<file path="src/rtl/seg7_scan_ctrl.sv">
// Four-digit multiplexed seven-segment scan controller.
// Load requests are staged and only become active on a frame boundary.
module seg7_scan_ctrl #(
   parameter int unsigned SCAN_DIV     = 50000,
   parameter int unsigned BLANK_CYCLES = 1000
) (
   input  logic        MCLK,
   input  logic        reset_n,
   input  logic [15:0] digits_in,
   input  logic [3:0]  dp_in,
   input  logic [3:0]  digit_en,
   input  logic        load,
   output logic        load_ack,
   output logic        frame_start,
   output logic [6:0]  seg,
   output logic [3:0]  an,
   output logic        dp
);

   localparam int unsigned CNT_W = (SCAN_DIV > 1) ? $clog2(SCAN_DIV) : 1;
   localparam logic [CNT_W-1:0] BLANK_LAST =
      (BLANK_CYCLES > 0) ? CNT_W'(BLANK_CYCLES - 1) : '0;
   localparam logic [CNT_W-1:0] DRIVE_LAST = CNT_W'(SCAN_DIV - BLANK_CYCLES - 1);

   typedef enum logic {
      S_BLANK = 1'b0,
      S_DRIVE = 1'b1
   } state_t;

   // With no blanking the controller lives permanently in DRIVE.
   localparam state_t RST_STATE = (BLANK_CYCLES == 0) ? S_DRIVE : S_BLANK;

   state_t           state_q, state_d;
   logic [CNT_W-1:0] cnt_q, cnt_d;
   logic [1:0]       dig_q, dig_d;

   logic [15:0]      stg_dig_q, stg_dig_d;
   logic [3:0]       stg_dp_q, stg_dp_d;
   logic [3:0]       stg_en_q, stg_en_d;
   logic             pend_q, pend_d;

   logic [15:0]      act_dig_q, act_dig_d;
   logic [3:0]       act_dp_q, act_dp_d;
   logic [3:0]       act_en_q, act_en_d;

   logic [3:0]       an_q, an_d;
   logic [6:0]       seg_q, seg_d;
   logic             dp_q, dp_d;
   logic             load_ack_q, load_ack_d;
   logic             frame_start_q, frame_start_d;

   logic             slot_last;
   logic             wrap;
   logic [3:0]       nib;

   function automatic logic [6:0] hex7(input logic [3:0] v);
      logic [6:0] s;
      case (v)
         4'h0:    s = 7'h40;
         4'h1:    s = 7'h79;
         4'h2:    s = 7'h24;
         4'h3:    s = 7'h30;
         4'h4:    s = 7'h19;
         4'h5:    s = 7'h12;
         4'h6:    s = 7'h02;
         4'h7:    s = 7'h78;
         4'h8:    s = 7'h00;
         4'h9:    s = 7'h10;
         4'hA:    s = 7'h08;
         4'hB:    s = 7'h03;
         4'hC:    s = 7'h46;
         4'hD:    s = 7'h21;
         4'hE:    s = 7'h06;
         default: s = 7'h0E;
      endcase
      return s;
   endfunction

   // Slot sequencing, double buffering and next-cycle output decode.
   always_comb begin
      state_d       = state_q;
      cnt_d         = cnt_q + CNT_W'(1);
      dig_d         = dig_q;
      stg_dig_d     = stg_dig_q;
      stg_dp_d      = stg_dp_q;
      stg_en_d      = stg_en_q;
      pend_d        = pend_q;
      act_dig_d     = act_dig_q;
      act_dp_d      = act_dp_q;
      act_en_d      = act_en_q;
      load_ack_d    = 1'b0;
      frame_start_d = 1'b0;
      an_d          = 4'hF;
      seg_d         = 7'h7F;
      dp_d          = 1'b1;
      nib           = 4'h0;

      slot_last = (state_q == S_BLANK) ? (cnt_q == BLANK_LAST) : (cnt_q == DRIVE_LAST);
      wrap      = (state_q == S_DRIVE) && slot_last && (dig_q == 2'd3);

      if (slot_last) begin
         cnt_d = '0;
         if (state_q == S_BLANK) begin
            state_d = S_DRIVE;
         end else begin
            dig_d   = dig_q + 2'd1;
            state_d = RST_STATE;
         end
      end

      // A load on the boundary cycle bypasses staging and wins over pending data.
      if (wrap) begin
         frame_start_d = 1'b1;
         pend_d        = 1'b0;
         if (load) begin
            act_dig_d  = digits_in;
            act_dp_d   = dp_in;
            act_en_d   = digit_en;
            load_ack_d = 1'b1;
         end else if (pend_q) begin
            act_dig_d  = stg_dig_q;
            act_dp_d   = stg_dp_q;
            act_en_d   = stg_en_q;
            load_ack_d = 1'b1;
         end
      end else if (load) begin
         stg_dig_d = digits_in;
         stg_dp_d  = dp_in;
         stg_en_d  = digit_en;
         pend_d    = 1'b1;
      end

      nib = act_dig_d[{dig_d, 2'b00} +: 4];
      if ((state_d == S_DRIVE) && act_en_d[dig_d]) begin
         an_d[dig_d] = 1'b0;
         seg_d       = hex7(nib);
         dp_d        = ~act_dp_d[dig_d];
      end
   end

   always_ff @(posedge MCLK or negedge reset_n) begin
      if (!reset_n) begin
         state_q       <= RST_STATE;
         cnt_q         <= '0;
         dig_q         <= 2'd0;
         stg_dig_q     <= 16'h0000;
         stg_dp_q      <= 4'h0;
         stg_en_q      <= 4'h0;
         pend_q        <= 1'b0;
         act_dig_q     <= 16'h0000;
         act_dp_q      <= 4'h0;
         act_en_q      <= 4'h0;
         an_q          <= 4'hF;
         seg_q         <= 7'h7F;
         dp_q          <= 1'b1;
         load_ack_q    <= 1'b0;
         frame_start_q <= 1'b0;
      end else begin
         state_q       <= state_d;
         cnt_q         <= cnt_d;
         dig_q         <= dig_d;
         stg_dig_q     <= stg_dig_d;
         stg_dp_q      <= stg_dp_d;
         stg_en_q      <= stg_en_d;
         pend_q        <= pend_d;
         act_dig_q     <= act_dig_d;
         act_dp_q      <= act_dp_d;
         act_en_q      <= act_en_d;
         an_q          <= an_d;
         seg_q         <= seg_d;
         dp_q          <= dp_d;
         load_ack_q    <= load_ack_d;
         frame_start_q <= frame_start_d;
      end
   end

   assign an          = an_q;
   assign seg         = seg_q;
   assign dp          = dp_q;
   assign load_ack    = load_ack_q;
   assign frame_start = frame_start_q;

endmodule

</file>
<file path="config.mk">
export PLATFORM = sky130hd
export DESIGN_NAME = seg7_scan_ctrl
export DESIGN_NICKNAME = d
export VERILOG_FILES = /design/src/rtl/seg7_scan_ctrl.sv
export SDC_FILE = /design/constraint.sdc
export NUM_CORES = 1
export LEC_CHECK = 0
export ABC_AREA = 1
export CAP_MARGIN = 25
export CORE_UTILIZATION = 45
export DETAILED_ROUTE_END_ITERATION = 7
export DONT_BUFFER_PORTS = 1
export GPL_TIMING_DRIVEN = 1
export PLACE_DENSITY = 0.62
export SKIP_CTS_REPAIR_TIMING = 1
export SLEW_MARGIN = 20
export SYNTH_ARGS = -nofsm -noshare
export SYNTH_HDL_FRONTEND = slang
export SYNTH_SLANG_ARGS = --single-unit
</file>
<file path="constraint.sdc">
create_clock -name MCLK -period 5.4 [get_ports MCLK]
set_input_delay 1.62 -clock MCLK [delete_from_list [all_inputs] [get_ports MCLK]]
set_output_delay 1.62 -clock MCLK [all_outputs]
set_load 0.02 [all_outputs]
</file>
==> results of run 1 <==
## cell type report
class | count | area (um^2)
sequential | 82 | 2070
tap | 108 | 135
fill | 851 | 4410
timing repair buffer | 1 | 7.51
multi-input combinational | 336 | 1840
clock buffer | 9 | 124
inverter | 58 | 218
clock inverter | 7 | 93.8
## per-stage QoR
stage | hold WS (ns) | power [mW] | utilization, % | cell area [um^2] | worst slack [ns]
2_1_floorplan | 0.433 | 0.724 | - | 4210 | 2.30
4_1_cts | 0.470 | 1.23 | 50.4 | 4480 | 1.75
3_5_place_dp | 0.459 | 0.741 | 47.9 | 4260 | 1.51
5_1_grt | 0.494 | 1.27 | 50.4 | 4480 | 1.33
6_report | 0.463 | 1.23 | 50.4 | 4480 | 1.76
3_3_place_gp | 0.458 | 0.738 | 47.9 | 4260 | 1.62
## metal layers
layer	GRT usage (%)	share of wire (%)
met5	0	0
met4	7.23	1.4
met3	3.97	3.9
met2	26.5	41
met1	29.2	54
## power by group through the flow
stage	registers [mW]	logic (mW)	clock network (mW)
3_5_place_dp	0.662	0.0796	0
6_report	0.650	0.0800	0.497
5_1_grt	0.653	0.0906	0.531
2_1_floorplan	0.659	0.0654	0
4_1_cts	0.650	0.0800	0.503
3_3_place_gp	0.661	0.0769	0
## placed cells by master, fill, tap and decap left out, types with 2 or more instances in the layout
| cell | instances |
|---|---|
| nand2_1 | 97 |
| dfrtp_1 | 70 |
| nor2_1 | 52 |
| inv_1 | 51 |
| nand3_1 | 43 |
| o21ai_0 | 26 |
| a21oi_1 | 24 |
| o22ai_1 | 21 |
| mux2_2 | 15 |
| nand2_2 | 14 |
| dfstp_2 | 12 |
| ha_1 | 9 |
| clkbuf_8 | 9 |
| inv_2 | 7 |
| nor2_4 | 6 |
| nand2_4 | 4 |
| a22o_1 | 4 |
| nor3_1 | 4 |
| o21ai_1 | 3 |
| nand4_1 | 3 |
| nand3_2 | 2 |
| nor2_2 | 2 |
| bufinv_16 | 2 |
| clkinv_2 | 2 |
| clkinvlp_4 | 2 |
## kinds of logic (layout without fill, tap and decap cells)
group	count (synthesis)	after routing	synth area share, %
AOI/OAI and AO/OA	82	82	11.0
DFF	82	82	49.1
adders and majority gates	9	9	2.67
and+or+nand+nor	229	229	25.7
xor gates and xnor gates	1	1	0.208
muxes	15	15	4.01
buffers and inverters	73	75	7.34
## path summary, 6_finish.rpt
check	start	end	slack [ns]	cells after the start
worst min-delay path	cnt_q[0]	cnt_q[0]	0.46	1
min in group asynchronous	reset_n	cnt_q[5]	0.95	0
worst max register to register	state_q	seg[5]	1.76	20
worst max-delay path	state_q	seg[5]	1.76	20
max in group asynchronous	reset_n	seg[5]	4.20	0
worst min register to register	cnt_q[0]	cnt_q[0]	0.46	1
## flip-flops by register name, summed over array words and instances, names as in the netlist
register / flops
pend_q: 1
stg_en_q: 4
seg: 7
dig_q: 2
stg_dp_q: 4
act_dig_q: 16
act_dp_q: 4
stg_dig_q: 16
frame_start: 1
act_en_q: 4
state_q: 1
cnt_q: 16
load_ack: 1
an: 4
dp: 1
==> results.yml, run 1 <==
setup_path:
  crit_path_top_delay_cell: "dfrtp_1"
  crit_arrival_ns: 3.93
  cp-start-kind: "flip-flop"
  end_kind: "flip-flop"
  cp_top_family: "simple AND/OR/NAND/NOR gates"
  cpMostUsedCell: "nand2_1"
  crit_buf_inv: 4
  crit_fanout: 22
  crit_type: "reg -> reg"
  path_cells: "inv_2 -> nand3_1 -> nand2_1 -> nand3_1 -> nor2_1 -> ha_1 -> nand2_2 -> nor2_2 -> buf_4 -> inv_1 -> a22o_1 -> nand3_1 -> nand2_1 -> nor2_4 -> inv_1 -> ha_1 -> nand2_1 -> o21ai_0 -> nand2_1 -> nand2_1"
  critPathRequiredTime_ns: 5.69
  slowest_delay_ns: 0.55
detailed_routing:
  routed_wl_mm: 8.65
  drt_iter0_drc: 154
  ant_nets: 0
  avgViaCountPerCell: 5.22
  post_drt_wl_per_cell_um: 14.4
  drc: 0
  drt-pass1-iter-count: 4
  vias: 3140
synth:
  synth_most_common_cell: "nand2_1"
  synthCells: 491
  synthesis.nets: 527
  ys_seq_area_share_pct: 49.1
  ys_warn_count: 0
  synth_edf_count: 0
  synth_area_leaders: "dfrtp_1, nand2_1, dfstp_2, nand3_1, nor2_1"
  synth-main-ff-cell: "dfrtp_1"
  ys_async_sr_fraction_pct: 100
  synth-seq-cells: 82
  ys_types: 33
  synth_top_cell_by_area: "dfrtp_1"
  synth.avg_cell_area_um2: 8.58
  synth_top_area_share_pct: 41.6
  synth_area_um2: 4210
  ys_top_cells_by_count: "nand2_1, dfrtp_1, nor2_1"
die:
  row_count: 34
  core_area_um2: 8890
  io_pins: 41
  die_h_um: 98.7
  die_w_um: 98.7
  dieArea_um2: 9750
  initial_utilization_pct: 47.4
clock_network:
  numCtsBuffers: 9
  htree_levels: 3
  path_clk_slew_ns: 0.09
  cts-root-buf: "clkbuf_8"
  insertion_delay_ns: 0.36
  clock_sinks: 82
  clk_path_buf_depth: 2
  cts_tree: "built"
cells_and_area:
  layout-drive-gt1-share_pct: 16.4
  diodes: 0
  finalNonFillerCells: 601
  final_nets: 524
  area_growth_pct: 6.45
place:
  place_hpwl_mm: 6.07
  numPortBuffers: 0
  dp.cells: 585
  routabilityCongestion: 0.827
timing:
  fmax_mhz: 275
  fin_crit_sh_pct: 67.4
  finalSetupViolCount: 0
  slew_headroom_pct: 56.6
  layout_min_cycle_time_ns: 3.64
  worst_pin_slew_ns: 0.650
  skew_ns: 0.0155
  slew_viol_final: 0
  hold_viol_final: 0
  rsz0062_at_grt: "no"
  tns_ns: 0
pwr:
  pwr-share-clk_pct: 40.5
  p_seq_share_pct: 53.0
  p_leak_nw: 2.11
  switching_share_pct: 23.9
  p_comb_share_pct: 6.5
  switchingPower_uw: 294
  powerDensity_nw_per_um2: 274
  cellInternalPower_uw: 933
  peakVddDrop_mv: 0.174
grt:
  grt_pass1_wl_mm: 14.7
  antenna_found_initial: 0
  grt_pass1_vias: 3000
  track_usage_pct: 19.1
  grt_max_degree: 83
  grt_overflow: 0
worst_hold_path:
  hp-class: "reg -> reg"
run_status:
  status: "completed"
job:
  maxCapViolations: 0
Note: power is estimated with default switching activity, not from simulation.
==> run 2: changes to the inputs <==
- PLACE_DENSITY: 0.62 -> 0.64
- clock period: 5.4 -> 3 ns (I/O delays scaled with it)
==> run 2 against run 1 <==
  * Fmax increased by 32%
  * Clock power increased by 65%
  * Die area unchanged
  * Register-to-register slack got worse by 1.5 ns
  * First-iteration DRC count increased by 19%
  * Design area increased by 5.2%
  * Largest cell class unchanged
==> results.yml, run 2 (synthesis results as in run 1) <==
die:
  core_area_um2: 8890
  die_w_um: 98.7
  row_count: 34
  die_h_um: 98.7
  initial_utilization_pct: 47.4
  io_pins: 41
  dieArea_um2: 9750
timing:
  skew_ns: 0.0170
  slew_headroom_pct: 76.2
  tns_ns: 0
  hold_slack_ns: 0.217
  worst_pin_slew_ns: 0.357
  fmax_mhz: 362
  fin_crit_sh_pct: 92.0
  hold_viol_final: 0
  finalSetupViolCount: 0
  slew_viol_final: 0
  fin_ws_ns: 0.241
  layout_min_cycle_time_ns: 2.76
pwr:
  switchingPower_uw: 536
  p_total_mw: 2.14
  cellInternalPower_mw: 1.61
  pwr-share-clk_pct: 38.3
  p_seq_share_pct: 54.6
  peakVddDrop_mv: 0.233
  powerDensity_nw_per_um2: 454
  p_comb_share_pct: 7.2
  p_leak_nw: 2.22
  switching_share_pct: 25.0
cells_and_area:
  final_area_um2: 4720
  diodes: 0
  final_nets: 544
  finalCoreUtilization_pct: 53.1
  area_growth_pct: 12.0
  finalNonFillerCells: 621
  most-common-layout-cells: "nand2_1, dfrtp_1, nor2_1, inv_1, nand3_1"
  final_common_cell: "nand2_1"
  reg_top3: "act_dig_q x16, cnt_q x16, stg_dig_q x16"
  layout-drive-gt1-share_pct: 24.0
run_status:
  status: "completed"
detailed_routing:
  ant_nets: 0
  post_drt_wl_per_cell_um: 14.4
  avgViaCountPerCell: 5.31
  drt_iter0_drc: 184
  routed_wl_mm: 8.92
  drc: 0
  vias: 3296
  drt-pass1-iter-count: 4
setup_path:
  slowest_delay_ns: 0.45
  crit_type: "reg -> reg"
  path_cells: "inv_2 -> nand2_1 -> nand2_1 -> nand3_2 -> nor2_4 -> ha_2 -> nand2_4 -> nor2_4 -> buf_4 -> nor2_1 -> a21oi_2 -> nand2_1 -> nand2_1 -> nand2_1 -> nand2_2 -> inv_2 -> ha_1 -> nand2_1 -> nor2_1 -> nor2_1 -> nand2_1"
  ff2ff_setup_slack_ns: 0.24
  cp_top_family: "simple AND/OR/NAND/NOR gates"
  end_kind: "flip-flop"
  critPathRequiredTime_ns: 3.30
  cp-start-kind: "flip-flop"
  cpMostUsedCell: "nand2_1"
  critical_path_depth: 21
  worstSetupStartpoint: "state_q"
  crit_arrival_ns: 3.06
  crit_path_top_delay_cell: "dfrtp_2"
  r2r_cells: 21
  crit_buf_inv: 3
  reg2reg_from: "state_q"
  crit_fanout: 8
grt:
  track_usage_pct: 19.8
  grt_overflow: 0
  grt_pass1_vias: 3136
  grt_max_degree: 83
  antenna_found_initial: 0
  grt_pass1_wl_mm: 15.3
place:
  numPortBuffers: 0
  routabilityCongestion: 0.858
  placed_area_um2: 4350
  dp.cells: 597
  post-place-ws_ns: 0.0332
  place_hpwl_mm: 6.28
job:
  maxCapViolations: 0
worst_hold_path:
  hp-class: "in -> async"
clock_network:
  cts-root-buf: "clkbuf_8"
  htree_levels: 3
  clock_sinks: 82
  path_clk_slew_ns: 0.09
  insertion_delay_ns: 0.36
  cts_tree: "built"
  clk_path_buf_depth: 2
  numCtsBuffers: 9
-- run 2: layout make-up --
cell class	count	area [um^2]
Clock buffer	9	124
Clock inverter	7	75.1
Fill cell	829	4170
Inverter	58	221
Multi-Input combinational cell	336	1910
Sequential cell	82	2070
Tap cell	108	135
Timing Repair Buffer	21	186
-- run 2: final timing paths --
check / end
worst max-delay path: seg[1]
worst min-delay path: cnt_q[6]
worst max register to register: seg[1]
worst min register to register: stg_dp_q[1]
max in group asynchronous: an[1]
min in group MCLK: stg_dp_q[1]
-- run 2: per-layer routing --
layer | GRT usage, % | part of all wire [%] | vias to the layer above
li1 | - | - | 1648
met1 | 29.0 | 50 | 1548
met2 | 28.6 | 43 | 84
met3 | 4.11 | 4.4 | 16
met4 | 7.81 | 2.1 | 0
met5 | 0 | 0 | -
-- run 2: power by group through the flow --
| stage | sequential (mW) | clock (mW) | combinational [mW] |
|---|---|---|---|
| after global routing | 1.17 | 0.881 | 0.175 |
| after global placement | 1.19 | 0 | 0.146 |
| after CTS | 1.17 | 0.847 | 0.151 |
| after detailed placement | 1.19 | 0 | 0.150 |
| after floorplan | 1.19 | 0 | 0.118 |
| final | 1.17 | 0.820 | 0.153 |
==> run 3: changes to the inputs <==
- CORE_UTILIZATION: 45 -> 33
- PLACE_DENSITY: 0.64 -> 0.5
- REMOVE_ABC_BUFFERS: unset -> 1
==> run 3 against run 2 <==
  * Sequential power barely moved
  * Largest cell class unchanged
  * Global-route usage fell by 4.3 points
  * Core utilization fell by 13 points
==> results.yml, run 3 (synthesis results as in run 1) <==
cells_and_area:
  final-seq-area_um2: 2070
  most-common-layout-cells: "nand2_1, dfrtp_1, nor2_1, inv_1, nand3_1"
  area_growth_pct: 17.2
  nFillCells: 1270
  final_nets: 552
  reg_top3: "act_dig_q x16, cnt_q x16, stg_dig_q x16"
  final_common_cell: "nand2_1"
  final_area_um2: 4940
  diodes: 0
  layout-drive-gt1-share_pct: 24.8
  multi_input_area_um2: 1920
place:
  numPortBuffers: 0
  routabilityCongestion: 0.818
  place_hpwl_mm: 6.50
  placed_area_um2: 4450
pwr:
  peakVddDrop_mv: 0.333
  p_leak_nw: 2.30
  switchingPower_uw: 555
  switching_share_pct: 23.5
  p_comb_share_pct: 6.4
  powerDensity_nw_per_um2: 478
  pwr-share-clk_pct: 43.9
  p_seq_share_pct: 49.6
  cellInternalPower_mw: 1.80
clock_network:
  clk_path_buf_depth: 2
  insertion_delay_ns: 0.35
  cts_tree: "built"
  clock_sinks: 82
  cts-root-buf: "clkbuf_16"
  path_clk_slew_ns: 0.06
  htree_levels: 3
  numCtsBuffers: 9
die:
  initial_utilization_pct: 34.5
  io_pins: 41
  core_area_um2: 12200
  row_count: 40
  die_h_um: 115
  die_w_um: 115
  dieArea_um2: 13200
job:
  maxCapViolations: 0
grt:
  track_usage_pct: 15.5
  grt_overflow: 0
  grt_pass1_wl_mm: 15.8
  antenna_found_initial: 0
  grt_max_degree: 83
  grt_pass1_vias: 3151
setup_path:
  cp-start-kind: "flip-flop"
  crit_path_top_delay_cell: "dfrtp_2"
  crit_buf_inv: 4
  path_cells: "buf_4 -> a21oi_2 -> nand3_2 -> nor2_4 -> ha_4 -> nand2_4 -> inv_1 -> buf_4 -> a21oi_1 -> nand3_1 -> nand2_1 -> nor2_4 -> inv_2 -> ha_1 -> nand2_1 -> o21ai_0 -> nand2_1 -> nand2_1"
  crit_type: "reg -> reg"
  cp_top_family: "simple AND/OR/NAND/NOR gates"
  slowest_delay_ns: 0.47
  crit_fanout: 12
  end_kind: "flip-flop"
  crit_arrival_ns: 3.05
  cpMostUsedCell: "nand2_1"
  critPathRequiredTime_ns: 3.28
detailed_routing:
  drt_iter0_drc: 182
  drc: 0
  routed_wl_mm: 9.39
  avgViaCountPerCell: 4.79
  vias: 3296
  ant_nets: 0
  drt-pass1-iter-count: 4
  post_drt_wl_per_cell_um: 13.6
timing:
  finalSetupViolCount: 0
  fin_crit_sh_pct: 92.4
  hold_viol_final: 0
  worst_pin_slew_ns: 0.416
  skew_ns: 0.00785
  hold_slack_ns: 0.253
  slew_viol_final: 0
  fmax_mhz: 361
  layout_min_cycle_time_ns: 2.77
  slew_headroom_pct: 72.2
run_status:
  status: "completed"
worst_hold_path:
  hp-class: "in -> async"
## run 3: layout make-up
| class | count | area share, % |
|---|---|---|
| clock buffers | 10 | 4.84 |
| clock inverters | 5 | 0.836 |
| well taps | 168 | 4.26 |
| multi-input cells | 336 | 39.0 |
| flip-flops and latches | 82 | 41.9 |
| repair buffers | 29 | 4.69 |
| inverters | 58 | 4.46 |
## run 3: worst paths after layout
check	to	slack, ns	startpoint	cells after the start
max	seg[5]	0.23	state_q	18
min	cnt_q[11]	0.25	reset_n	0
max reg2reg	seg[5]	0.23	state_q	18
min reg2reg	cnt_q[0]	0.47	cnt_q[0]	1
max in group asynchronous	seg[6]	2.52	reset_n	0
min in group MCLK	cnt_q[0]	0.47	cnt_q[0]	1
## run 3: power groups by stage
| stage | clock network [mW] | registers [mW] | logic [mW] |
|---|---|---|---|
| after floorplan | 0 | 1.19 | 0.114 |
| after global routing | 1.12 | 1.17 | 0.172 |
| after detailed placement | 0 | 1.19 | 0.147 |
| after global placement | 0 | 1.19 | 0.143 |
| after CTS | 1.08 | 1.17 | 0.147 |
| final | 1.04 | 1.17 | 0.152 |
## run 3: metal layers
layer	vias to the layer above	global-route usage [%]	part of all wire, %
li1	1660	-	-
met1	1569	21.1	50
met2	56	23.7	45
met3	11	4.38	4.0
met4	0	5.45	1.6
met5	-	0	0
## run 3: metrics by stage
stage | setup TNS, ns | worst slack (ns) | total power, mW | util, % | std cells
2_1_floorplan | -1.22 | -0.227 | 1.30 | - | 476
3_3_place_gp | 0 | 0.0560 | 1.33 | 36.4 | 660
3_5_place_dp | -0.0114 | -0.0114 | 1.34 | 36.4 | 660
4_1_cts | -0.0317 | -0.0278 | 2.39 | 38.7 | 675
5_1_grt | -0.000954 | -0.000954 | 2.47 | 40.4 | 688
6_report | 0 | 0.229 | 2.36 | 40.4 | 688
